<file path="src/rtl/ctrl_pipe_hazard_if.sv">
// Control bundle between the main decoder / datapath and the pipeline hazard unit.
// The decoder side drives the D-stage fields; the hazard unit returns staged control and hazard selects.
interface ctrl_pipe_hazard_if #(
   parameter int REG_W = 5,
   parameter int CNT_W = 32
);
   logic             RegWriteD;
   logic [1:0]       ImmSrcD;
   logic             ALUSrcD;
   logic             MemWriteD;
   logic             MemReadD;
   logic [1:0]       ResultSrcD;
   logic             BranchD;
   logic [1:0]       ALUopD;
   logic             JumpD;
   logic             ValidD;
   logic [REG_W-1:0] rs1D;
   logic [REG_W-1:0] rs2D;
   logic [REG_W-1:0] rdD;
   logic             BranchTakenE;

   logic             ALUSrcE;
   logic [1:0]       ALUopE;
   logic [1:0]       ImmSrcE;
   logic             BranchE;
   logic             JumpE;
   logic             MemWriteM;
   logic             MemReadM;
   logic             RegWriteW;
   logic [1:0]       ResultSrcW;
   logic [REG_W-1:0] rdW;
   logic             PCSrcE;
   logic             StallF;
   logic             StallD;
   logic             FlushD;
   logic             FlushE;
   logic [1:0]       ForwardAE;
   logic [1:0]       ForwardBE;
   logic [CNT_W-1:0] InstRet;

   modport master (
      output RegWriteD, ImmSrcD, ALUSrcD, MemWriteD, MemReadD, ResultSrcD,
             BranchD, ALUopD, JumpD, ValidD, rs1D, rs2D, rdD, BranchTakenE,
      input  ALUSrcE, ALUopE, ImmSrcE, BranchE, JumpE, MemWriteM, MemReadM,
             RegWriteW, ResultSrcW, rdW, PCSrcE, StallF, StallD, FlushD, FlushE,
             ForwardAE, ForwardBE, InstRet
   );

   modport slave (
      input  RegWriteD, ImmSrcD, ALUSrcD, MemWriteD, MemReadD, ResultSrcD,
             BranchD, ALUopD, JumpD, ValidD, rs1D, rs2D, rdD, BranchTakenE,
      output ALUSrcE, ALUopE, ImmSrcE, BranchE, JumpE, MemWriteM, MemReadM,
             RegWriteW, ResultSrcW, rdW, PCSrcE, StallF, StallD, FlushD, FlushE,
             ForwardAE, ForwardBE, InstRet
   );
endinterface

</file>
<file path="src/rtl/ctrl_pipe_hazard.sv">
// Carries decoded control through ID/EX, EX/MEM, MEM/WB of the RV32I pipeline and
// generates load-use stall, redirect flush, EX operand forwarding and the retire count.
module ctrl_pipe_hazard #(
   parameter int REG_W = 5,
   parameter int CNT_W = 32
) (
   input  logic               clk,
   input  logic               rst,
   ctrl_pipe_hazard_if.slave  bus
);

   typedef struct packed {
      logic             reg_write;
      logic [1:0]       imm_src;
      logic             alu_src;
      logic             mem_write;
      logic             mem_read;
      logic [1:0]       result_src;
      logic             branch;
      logic [1:0]       alu_op;
      logic             jump;
      logic             valid;
      logic [REG_W-1:0] rs1;
      logic [REG_W-1:0] rs2;
      logic [REG_W-1:0] rd;
   } ex_t;

   typedef struct packed {
      logic             reg_write;
      logic             mem_write;
      logic             mem_read;
      logic [1:0]       result_src;
      logic [REG_W-1:0] rd;
      logic             valid;
   } mem_t;

   typedef struct packed {
      logic             reg_write;
      logic [1:0]       result_src;
      logic [REG_W-1:0] rd;
      logic             valid;
   } wb_t;

   ex_t              ex_q,  ex_d;
   mem_t             mem_q, mem_d;
   wb_t              wb_q,  wb_d;
   logic [CNT_W-1:0] cnt_q, cnt_d;

   logic             pc_src;
   logic             lw_stall;
   logic             flush_e;
   logic [1:0]       fwd_a;
   logic [1:0]       fwd_b;

   function automatic logic [1:0] fwd_sel(
      input logic [REG_W-1:0] rs,
      input mem_t             m,
      input wb_t              w
   );
      logic [1:0] sel;
      sel = 2'b00;
      if (m.reg_write && (m.rd != '0) && (m.rd == rs))
         sel = 2'b10;
      else if (w.reg_write && (w.rd != '0) && (w.rd == rs))
         sel = 2'b01;
      return sel;
   endfunction

   // A redirect squashes the D instruction, so it must not also raise a stall.
   always_comb begin
      pc_src   = (ex_q.branch & bus.BranchTakenE) | ex_q.jump;
      lw_stall = ex_q.mem_read
               & (ex_q.rd != '0)
               & ((ex_q.rd == bus.rs1D) | (ex_q.rd == bus.rs2D))
               & bus.ValidD
               & ~pc_src;
      flush_e  = pc_src | lw_stall;
      fwd_a    = fwd_sel(ex_q.rs1, mem_q, wb_q);
      fwd_b    = fwd_sel(ex_q.rs2, mem_q, wb_q);
   end

   // Empty D slots enter E as full bubbles so stray control bits have no side effects.
   always_comb begin
      ex_d = '0;
      if (!flush_e && bus.ValidD) begin
         ex_d.reg_write  = bus.RegWriteD;
         ex_d.imm_src    = bus.ImmSrcD;
         ex_d.alu_src    = bus.ALUSrcD;
         ex_d.mem_write  = bus.MemWriteD;
         ex_d.mem_read   = bus.MemReadD;
         ex_d.result_src = bus.ResultSrcD;
         ex_d.branch     = bus.BranchD;
         ex_d.alu_op     = bus.ALUopD;
         ex_d.jump       = bus.JumpD;
         ex_d.valid      = 1'b1;
         ex_d.rs1        = bus.rs1D;
         ex_d.rs2        = bus.rs2D;
         ex_d.rd         = bus.rdD;
      end
   end

   always_comb begin
      mem_d            = '0;
      mem_d.reg_write  = ex_q.reg_write;
      mem_d.mem_write  = ex_q.mem_write;
      mem_d.mem_read   = ex_q.mem_read;
      mem_d.result_src = ex_q.result_src;
      mem_d.rd         = ex_q.rd;
      mem_d.valid      = ex_q.valid;

      wb_d             = '0;
      wb_d.reg_write   = mem_q.reg_write;
      wb_d.result_src  = mem_q.result_src;
      wb_d.rd          = mem_q.rd;
      wb_d.valid       = mem_q.valid;

      cnt_d            = cnt_q + CNT_W'(wb_q.valid);
   end

   always_ff @(posedge clk or negedge rst) begin
      if (!rst) begin
         ex_q  <= '0;
         mem_q <= '0;
         wb_q  <= '0;
         cnt_q <= '0;
      end else begin
         ex_q  <= ex_d;
         mem_q <= mem_d;
         wb_q  <= wb_d;
         cnt_q <= cnt_d;
      end
   end

   assign bus.ALUSrcE    = ex_q.alu_src;
   assign bus.ALUopE     = ex_q.alu_op;
   assign bus.ImmSrcE    = ex_q.imm_src;
   assign bus.BranchE    = ex_q.branch;
   assign bus.JumpE      = ex_q.jump;
   assign bus.MemWriteM  = mem_q.mem_write;
   assign bus.MemReadM   = mem_q.mem_read;
   assign bus.RegWriteW  = wb_q.reg_write;
   assign bus.ResultSrcW = wb_q.result_src;
   assign bus.rdW        = wb_q.rd;
   assign bus.PCSrcE     = pc_src;
   assign bus.StallF     = lw_stall;
   assign bus.StallD     = lw_stall;
   assign bus.FlushD     = pc_src;
   assign bus.FlushE     = flush_e;
   assign bus.ForwardAE  = fwd_a;
   assign bus.ForwardBE  = fwd_b;
   assign bus.InstRet    = cnt_q;

endmodule

</file>
<file path="src/flat_wrapper.sv">
// flat-port wrapper written by rule: the top's interface ports become plain ports
module ctrl_pipe_hazard_flat 
#(
   parameter int REG_W = 5,
   parameter int CNT_W = 32
)
  (clk, rst, bus_RegWriteD, bus_ImmSrcD, bus_ALUSrcD, bus_MemWriteD, bus_MemReadD, bus_ResultSrcD, bus_BranchD, bus_ALUopD, bus_JumpD, bus_ValidD, bus_rs1D, bus_rs2D, bus_rdD, bus_BranchTakenE, bus_ALUSrcE, bus_ALUopE, bus_ImmSrcE, bus_BranchE, bus_JumpE, bus_MemWriteM, bus_MemReadM, bus_RegWriteW, bus_ResultSrcW, bus_rdW, bus_PCSrcE, bus_StallF, bus_StallD, bus_FlushD, bus_FlushE, bus_ForwardAE, bus_ForwardBE, bus_InstRet);
  ctrl_pipe_hazard_if #(.REG_W(REG_W), .CNT_W(CNT_W)) bus_i ();
  input  logic clk;
  input  logic rst;
  input wire logic [$bits(bus_i.RegWriteD)-1:0] bus_RegWriteD;
  input wire logic [$bits(bus_i.ImmSrcD)-1:0] bus_ImmSrcD;
  input wire logic [$bits(bus_i.ALUSrcD)-1:0] bus_ALUSrcD;
  input wire logic [$bits(bus_i.MemWriteD)-1:0] bus_MemWriteD;
  input wire logic [$bits(bus_i.MemReadD)-1:0] bus_MemReadD;
  input wire logic [$bits(bus_i.ResultSrcD)-1:0] bus_ResultSrcD;
  input wire logic [$bits(bus_i.BranchD)-1:0] bus_BranchD;
  input wire logic [$bits(bus_i.ALUopD)-1:0] bus_ALUopD;
  input wire logic [$bits(bus_i.JumpD)-1:0] bus_JumpD;
  input wire logic [$bits(bus_i.ValidD)-1:0] bus_ValidD;
  input wire logic [$bits(bus_i.rs1D)-1:0] bus_rs1D;
  input wire logic [$bits(bus_i.rs2D)-1:0] bus_rs2D;
  input wire logic [$bits(bus_i.rdD)-1:0] bus_rdD;
  input wire logic [$bits(bus_i.BranchTakenE)-1:0] bus_BranchTakenE;
  output wire logic [$bits(bus_i.ALUSrcE)-1:0] bus_ALUSrcE;
  output wire logic [$bits(bus_i.ALUopE)-1:0] bus_ALUopE;
  output wire logic [$bits(bus_i.ImmSrcE)-1:0] bus_ImmSrcE;
  output wire logic [$bits(bus_i.BranchE)-1:0] bus_BranchE;
  output wire logic [$bits(bus_i.JumpE)-1:0] bus_JumpE;
  output wire logic [$bits(bus_i.MemWriteM)-1:0] bus_MemWriteM;
  output wire logic [$bits(bus_i.MemReadM)-1:0] bus_MemReadM;
  output wire logic [$bits(bus_i.RegWriteW)-1:0] bus_RegWriteW;
  output wire logic [$bits(bus_i.ResultSrcW)-1:0] bus_ResultSrcW;
  output wire logic [$bits(bus_i.rdW)-1:0] bus_rdW;
  output wire logic [$bits(bus_i.PCSrcE)-1:0] bus_PCSrcE;
  output wire logic [$bits(bus_i.StallF)-1:0] bus_StallF;
  output wire logic [$bits(bus_i.StallD)-1:0] bus_StallD;
  output wire logic [$bits(bus_i.FlushD)-1:0] bus_FlushD;
  output wire logic [$bits(bus_i.FlushE)-1:0] bus_FlushE;
  output wire logic [$bits(bus_i.ForwardAE)-1:0] bus_ForwardAE;
  output wire logic [$bits(bus_i.ForwardBE)-1:0] bus_ForwardBE;
  output wire logic [$bits(bus_i.InstRet)-1:0] bus_InstRet;
  assign bus_i.RegWriteD = bus_RegWriteD;
  assign bus_i.ImmSrcD = bus_ImmSrcD;
  assign bus_i.ALUSrcD = bus_ALUSrcD;
  assign bus_i.MemWriteD = bus_MemWriteD;
  assign bus_i.MemReadD = bus_MemReadD;
  assign bus_i.ResultSrcD = bus_ResultSrcD;
  assign bus_i.BranchD = bus_BranchD;
  assign bus_i.ALUopD = bus_ALUopD;
  assign bus_i.JumpD = bus_JumpD;
  assign bus_i.ValidD = bus_ValidD;
  assign bus_i.rs1D = bus_rs1D;
  assign bus_i.rs2D = bus_rs2D;
  assign bus_i.rdD = bus_rdD;
  assign bus_i.BranchTakenE = bus_BranchTakenE;
  assign bus_ALUSrcE = bus_i.ALUSrcE;
  assign bus_ALUopE = bus_i.ALUopE;
  assign bus_ImmSrcE = bus_i.ImmSrcE;
  assign bus_BranchE = bus_i.BranchE;
  assign bus_JumpE = bus_i.JumpE;
  assign bus_MemWriteM = bus_i.MemWriteM;
  assign bus_MemReadM = bus_i.MemReadM;
  assign bus_RegWriteW = bus_i.RegWriteW;
  assign bus_ResultSrcW = bus_i.ResultSrcW;
  assign bus_rdW = bus_i.rdW;
  assign bus_PCSrcE = bus_i.PCSrcE;
  assign bus_StallF = bus_i.StallF;
  assign bus_StallD = bus_i.StallD;
  assign bus_FlushD = bus_i.FlushD;
  assign bus_FlushE = bus_i.FlushE;
  assign bus_ForwardAE = bus_i.ForwardAE;
  assign bus_ForwardBE = bus_i.ForwardBE;
  assign bus_InstRet = bus_i.InstRet;
  ctrl_pipe_hazard #(.REG_W(REG_W), .CNT_W(CNT_W)) u_core (.clk(clk), .rst(rst), .bus(bus_i));
endmodule
</file>
<file path="config.mk">
export PLATFORM = sky130hd
export DESIGN_NAME = ctrl_pipe_hazard_flat
export DESIGN_NICKNAME = d
export VERILOG_FILES = /design/src/rtl/ctrl_pipe_hazard_if.sv /design/src/rtl/ctrl_pipe_hazard.sv /design/src/flat_wrapper.sv
export SDC_FILE = /design/constraint.sdc
export NUM_CORES = 1
export LEC_CHECK = 0
export CAP_MARGIN = 30
export CORE_MARGIN = 3
export CORE_UTILIZATION = 53
export DETAILED_ROUTE_END_ITERATION = 6
export GPL_ROUTABILITY_DRIVEN = 0
export HOLD_SLACK_MARGIN = 0.15
export PLACE_DENSITY_LB_ADDON = 0.12
export SLEW_MARGIN = 15
export SYNTH_ARGS = -nofsm -noshare
export SYNTH_HDL_FRONTEND = slang
export SYNTH_SLANG_ARGS = --single-unit
export TNS_END_PERCENT = 5
</file>
<file path="constraint.sdc">
create_clock -name clk -period 4.15 [get_ports clk]
set_input_delay 1.0375 -clock clk [delete_from_list [all_inputs] [get_ports clk]]
set_output_delay 1.0375 -clock clk [all_outputs]
set_load 0.02 [all_outputs]
</file>
; ---- Word-level counts from Yosys, hierarchy flattened
; Index checks and enable logic that the tools add are counted.
[op_classes]
reduce_logical = 11
muxes = 5
n_eq_ne = 6
magnitude_cmp = 0
n_addsub = 1
shifts = 0
div_mod_pow = 0
mul = 0
n_bitwise = 9
[ops]
columns = op, count
row1 = 32-bit by 1-bit adder with 32-bit output, 1
row2 = 5-bit equality test, 6
row3 = 28-bit two-way mux, 1
row4 = 5-bit nonzero test, 3
row5 = 1-bit logical AND, 7
row6 = 1-bit bitwise AND, 5
row7 = 2-bit two-way mux, 2
row8 = 1-bit OR, 3
row9 = 1-bit two-way mux, 2
row10 = 1-bit zero test, 1
row11 = 1-bit NOT, 1
[word_totals]
output_inout_bits = 58
in_bits = 31
register_bits = 80
ram_bits = 0
wordCells = 56
latchBits = 0
n_memories = 0
mem_bits_ro = 0

; ---- Logic depth before layout (Yosys ltp)
[depth]
word_depth = 9
ltp_mapped = 6
ltp_nobuf = 6

; ---- Worst setup path before layout
; OpenSTA, ideal clock, no wires.
[synth_timing]
path_type = in2out
from = in bus_BranchTakenE
to = out bus_StallF
required_ns = 3.113
n_path_buf = 2
path_stages = 5
arrival_time_ns = 2.535
path_slack_ns = 0.577
cell_sequence = a21oi_1 > clkbuf_1 > inv_1 > nor3_1 > buf_4
[synth_via]
elab_chain_len = 4
[synth_lines]
columns = item, line
row1 = start: declaration, flat_wrapper.sv:24  ; input wire logic [$bits(bus_i.BranchTakenE)-1:0] bus_BranchTakenE;
row2 = 1-bit bitwise AND, ctrl_pipe_hazard.sv:71  ; pc_src = (ex_q.branch & bus.BranchTakenE) | ex_q.jump;
row3 = 1-bit OR, ctrl_pipe_hazard.sv:71
row4 = named net bus_FlushD, flat_wrapper.sv:38  ; output wire logic [$bits(bus_i.FlushD)-1:0] bus_FlushD;
row5 = 1-bit NOT, ctrl_pipe_hazard.sv:76  ; & ~pc_src;
row6 = 1-bit bitwise AND, ctrl_pipe_hazard.sv:76
row7 = end: declaration, flat_wrapper.sv:36  ; output wire logic [$bits(bus_i.StallF)-1:0] bus_StallF;
; The timed path passes the listed nets, and every way through them passes these cells.

; ---- Worst setup path after layout
[layout_timing]
from = in bus_rs1D[0]
to = out bus_StallD
[layout_via]
elab_chain_len = 5
[layout_lines]
columns = item, line
row1 = start: declaration, flat_wrapper.sv:21  ; input wire logic [$bits(bus_i.rs1D)-1:0] bus_rs1D;
row2 = 5-bit equality test, ctrl_pipe_hazard.sv:74  ; & ((ex_q.rd == bus.rs1D) | (ex_q.rd == bus.rs2D))
row3 = 1-bit OR, ctrl_pipe_hazard.sv:74
row4 = 1-bit bitwise AND, ctrl_pipe_hazard.sv:74
row5 = 1-bit bitwise AND, ctrl_pipe_hazard.sv:75  ; & bus.ValidD
row6 = 1-bit bitwise AND, ctrl_pipe_hazard.sv:76
row7 = end: declaration, flat_wrapper.sv:37  ; output wire logic [$bits(bus_i.StallD)-1:0] bus_StallD;
; No other way between the ends.

==> run summary <==
status - completed
Routed Antenna Nets - 0
top area cells in the synthesized netlist - dfrtp_1 (57%), xnor2_1 (10%), nand3_1 (6.1%), xor2_1 (4.7%), buf_4 (2.8%)
IO Count - 89
Worst Min Path Start - u_core.ex_q[21]
Final Critical Period - 3.99 ns
relative slew slack - 59.3%
crit-path max FO - 2
Buf+Inv Stages, Crit Path - 2
met3 Resource Use GR - 5.01%
Worst-path clk slew - 0.07 ns
Netlist cell types - 30
IO Port Bufs - 88
CP Cell Sequence - clkdlybuf4s50_1, xnor2_1, nand3_1, o22a_1, nor3_1, clkdlybuf4s50_1
clock latency on the worst-skew pair - 0.34 ns
reg-to-reg critical path endpoint - u_core.bus.InstRet[20]
TritonCTS Buffers - 9
Synth Flop Type - dfrtp_1
Die X - 87.5 um
Pleak - 2.03 nW
Worst Skew - 0.0106 ns
H-tree depth - 3
PnR worst setup slack - 0.158 ns
clock tree from TritonCTS - built
Worst VDD drop - 0.260 mV
Die Ht - 87.5 um
fin crit share - 96.2%
Post-synth EDFFs - 0
Synth Warn # - 0
Setup Fix Bufs, Post-CTS - 0
largest net degree at the start of global routing - 81
CP Data Required Time - 3.11 ns
FILL cells - 489
worst reg2reg startpoint - u_core.bus.InstRet[0]
Worst Path Arrival - 2.95 ns
vias in the first global route - 2592
most used cell, CP - clkdlybuf4s50_1
num rows - 29
TritonCTS Sinks - 80
core area - 6390 um^2
Slowest-stage cell, CP - clkdlybuf4s50_1
CTS resizes - 0
global-route wire length before repair - 11.7 mm
max-slew violations - 0
share of layout cells above drive strength 1 - 9.40%
worst hold slack - 0.350 ns
Slew @ Worst Pin - 0.606 ns
Global Route met1 Usage - 23.6%
met2 GRT Util - 33.1%
Root Buffer Master - clkbuf_8
total of max-cap violations - 0
synth-to-layout area growth - 30.9%
Multi-input gate area - 1350 um^2
CTS Buffer Depth - 2
Setup CP Type - in2out
final hold vios - 0
Via density - 5.53
diode count - 0
register-to-register setup slack - 2.21 ns
RSZ-0062 raised after global routing - false
grt peak-use layer - met2
Setup Viol. Count Final - 0
sequential fraction of the synthesis area - 56.9%
critical path's largest stage delay - 0.66 ns
leading area contributor after synthesis - dfrtp_1
Final TNS setup - 0 ns
FFs w/ async S/R, synth - 100%
first-pass iteration count of the detailed router - 4
startpoint types - input pin
Worst Hold Class - reg2reg
hold path endpoint - u_core.mem_q[7]
P per Cell Area - 396 nW/um^2
Placement Setup Slack - 0.163 ns
reg2reg path depth - 6
GRT overflow - 0
hold-critical path depth - 0
CP endpoint kind - primary output
flops & latches, synth - 80
post-route DRC violation count - 0
initial antenna violation count - 0
number of hold buffers added after cts - 0
initial core utilization - 55.1%
total power draw - 1.83 mW
Vias - 2542
Post-Synthesis Cells - 301
Wirelength per Cell - 15.2 um
Cell Area, Synth - 3520 um^2
Final HPWL DP - 4.93 mm
Iteration-0 DRC Markers - 74
final net count - 411
Yosys top cell area share - 56.9%
Die Footprint - 7660 um^2
GR Util All Layers - 19.7%
Syn Area/Cell - 11.7 um^2
syn nets - 334
register area - 2000 um^2
f_max - 251 MHz
final WL - 7.00 mm
family with the most delay on the worst path - buffers and inverters
cell type report:
cell class	instances	area share, %
clock buffer	11	2.85
clock inverter	5	1.76
inverter	3	0.244
multi-input combinational	191	29.3
sequential	80	43.4
tap	77	2.09
timing repair buffer	93	20.3
worst max-delay path by stage:
stage                      from          to  slack (ns)  cells past startpoint
2_1_floorplan  bus_BranchTakenE  bus_StallF        0.58                      5
3_3_place_gp        bus_rs1D[0]  bus_StallF        0.21                      6
3_5_place_dp        bus_rs1D[0]  bus_StallD        0.16                      6
4_1_cts             bus_rs1D[0]  bus_StallD        0.14                      6
5_1_grt             bus_rs1D[4]  bus_StallD        0.05                      6
6_report            bus_rs1D[0]  bus_StallD        0.16                      6
through the flow:
stage / cells / utilization [%] / area [um^2]
CTS: 459 / 71.7 / 4580
finish: 460 / 72.2 / 4610
detailed placement: 443 / 68.4 / 4370
global route: 460 / 72.2 / 4610
global placement: 443 / 68.4 / 4370
floorplan: 301 / - / 3520
worst register-to-register path: cells and delay by family (launching register included):
kind                       cells  cell delay (ns)
buffers and inverters          1             0.10
xor gates and xnor gates       1             0.16
and+or+nand+nor                2             0.79
DFF                            1             0.37
adders and majority gates      2             0.42
cell usage in the layout (no fill, tap or decap), types with 2 or more instances in the layout:
| cell | synthesis | final |
|---|---|---|
| a21oi_1 | 19 | 18 |
| o21ai_1 | 3 | 3 |
| clkdlybuf4s50_1 | 0 | 87 |
| inv_1 | 3 | 3 |
| dfrtp_1 | 80 | 80 |
| nand4_1 | 10 | 10 |
| and2_1 | 5 | 5 |
| nor2_1 | 3 | 3 |
| ha_1 | 2 | 2 |
| nand3_1 | 43 | 43 |
| bufinv_16 | 0 | 2 |
| nor4_1 | 4 | 4 |
| nand2_1 | 9 | 9 |
| nor4_4 | 2 | 2 |
| and3_1 | 3 | 3 |
| and4_1 | 6 | 6 |
| xor2_1 | 19 | 19 |
| clkbuf_1 | 11 | 2 |
| clkbuf_8 | 0 | 9 |
| buf_4 | 13 | 5 |
| a21oi_2 | 10 | 11 |
| xnor2_1 | 41 | 41 |
| or4_1 | 4 | 4 |
cell usage after synthesis, types with 2 or more instances:
cell,n
a21oi_1,19
a21oi_2,10
and2_1,5
and3_1,3
and4_1,6
buf_2,2
buf_4,13
clkbuf_1,11
dfrtp_1,80
ha_1,2
inv_1,3
nand2_1,9
nand3_1,43
nand4_1,10
nor2_1,3
nor4_1,4
nor4_4,2
o21ai_1,3
or4_1,4
xnor2_1,41
xor2_1,19
sequential cells by signal (all words and copies together), names as in the netlist, 2 cells and up:
register               cells
u_core.bus.rdW             5
u_core.bus.ImmSrcE         2
u_core.bus.ALUopE          2
u_core.mem_q               9
u_core.ex_q               21
u_core.bus.ResultSrcW      2
u_core.bus.InstRet        32
layer usage:
| metal | vias to the layer above | share of wire (%) |
|---|---|---|
| li1 | 1183 | - |
| met1 | 1268 | 43 |
| met2 | 80 | 48 |
| met3 | 11 | 6.6 |
| met4 | 0 | 2.0 |
| met5 | - | 0 |
power breakdown:
part	internal [mW]	total [mW]	switching [mW]
Sequential	0.837	0.907	0.0703
Clock	0.339	0.605	0.266
Combinational	0.155	0.315	0.160
cells by family after synthesis:
kind of cell               count (synthesis)  share of synthesized area, %
adders and majority gates                  2                         0.711
DFF                                       80                          56.9
AOI/OAI and AO/OA                         35                          6.50
buffers and inverters                     30                          4.87
and+or+nand+nor                           94                          16.1
xor gates and xnor gates                  60                          14.9
No activity file was read; power rests on OpenSTA's default activity.
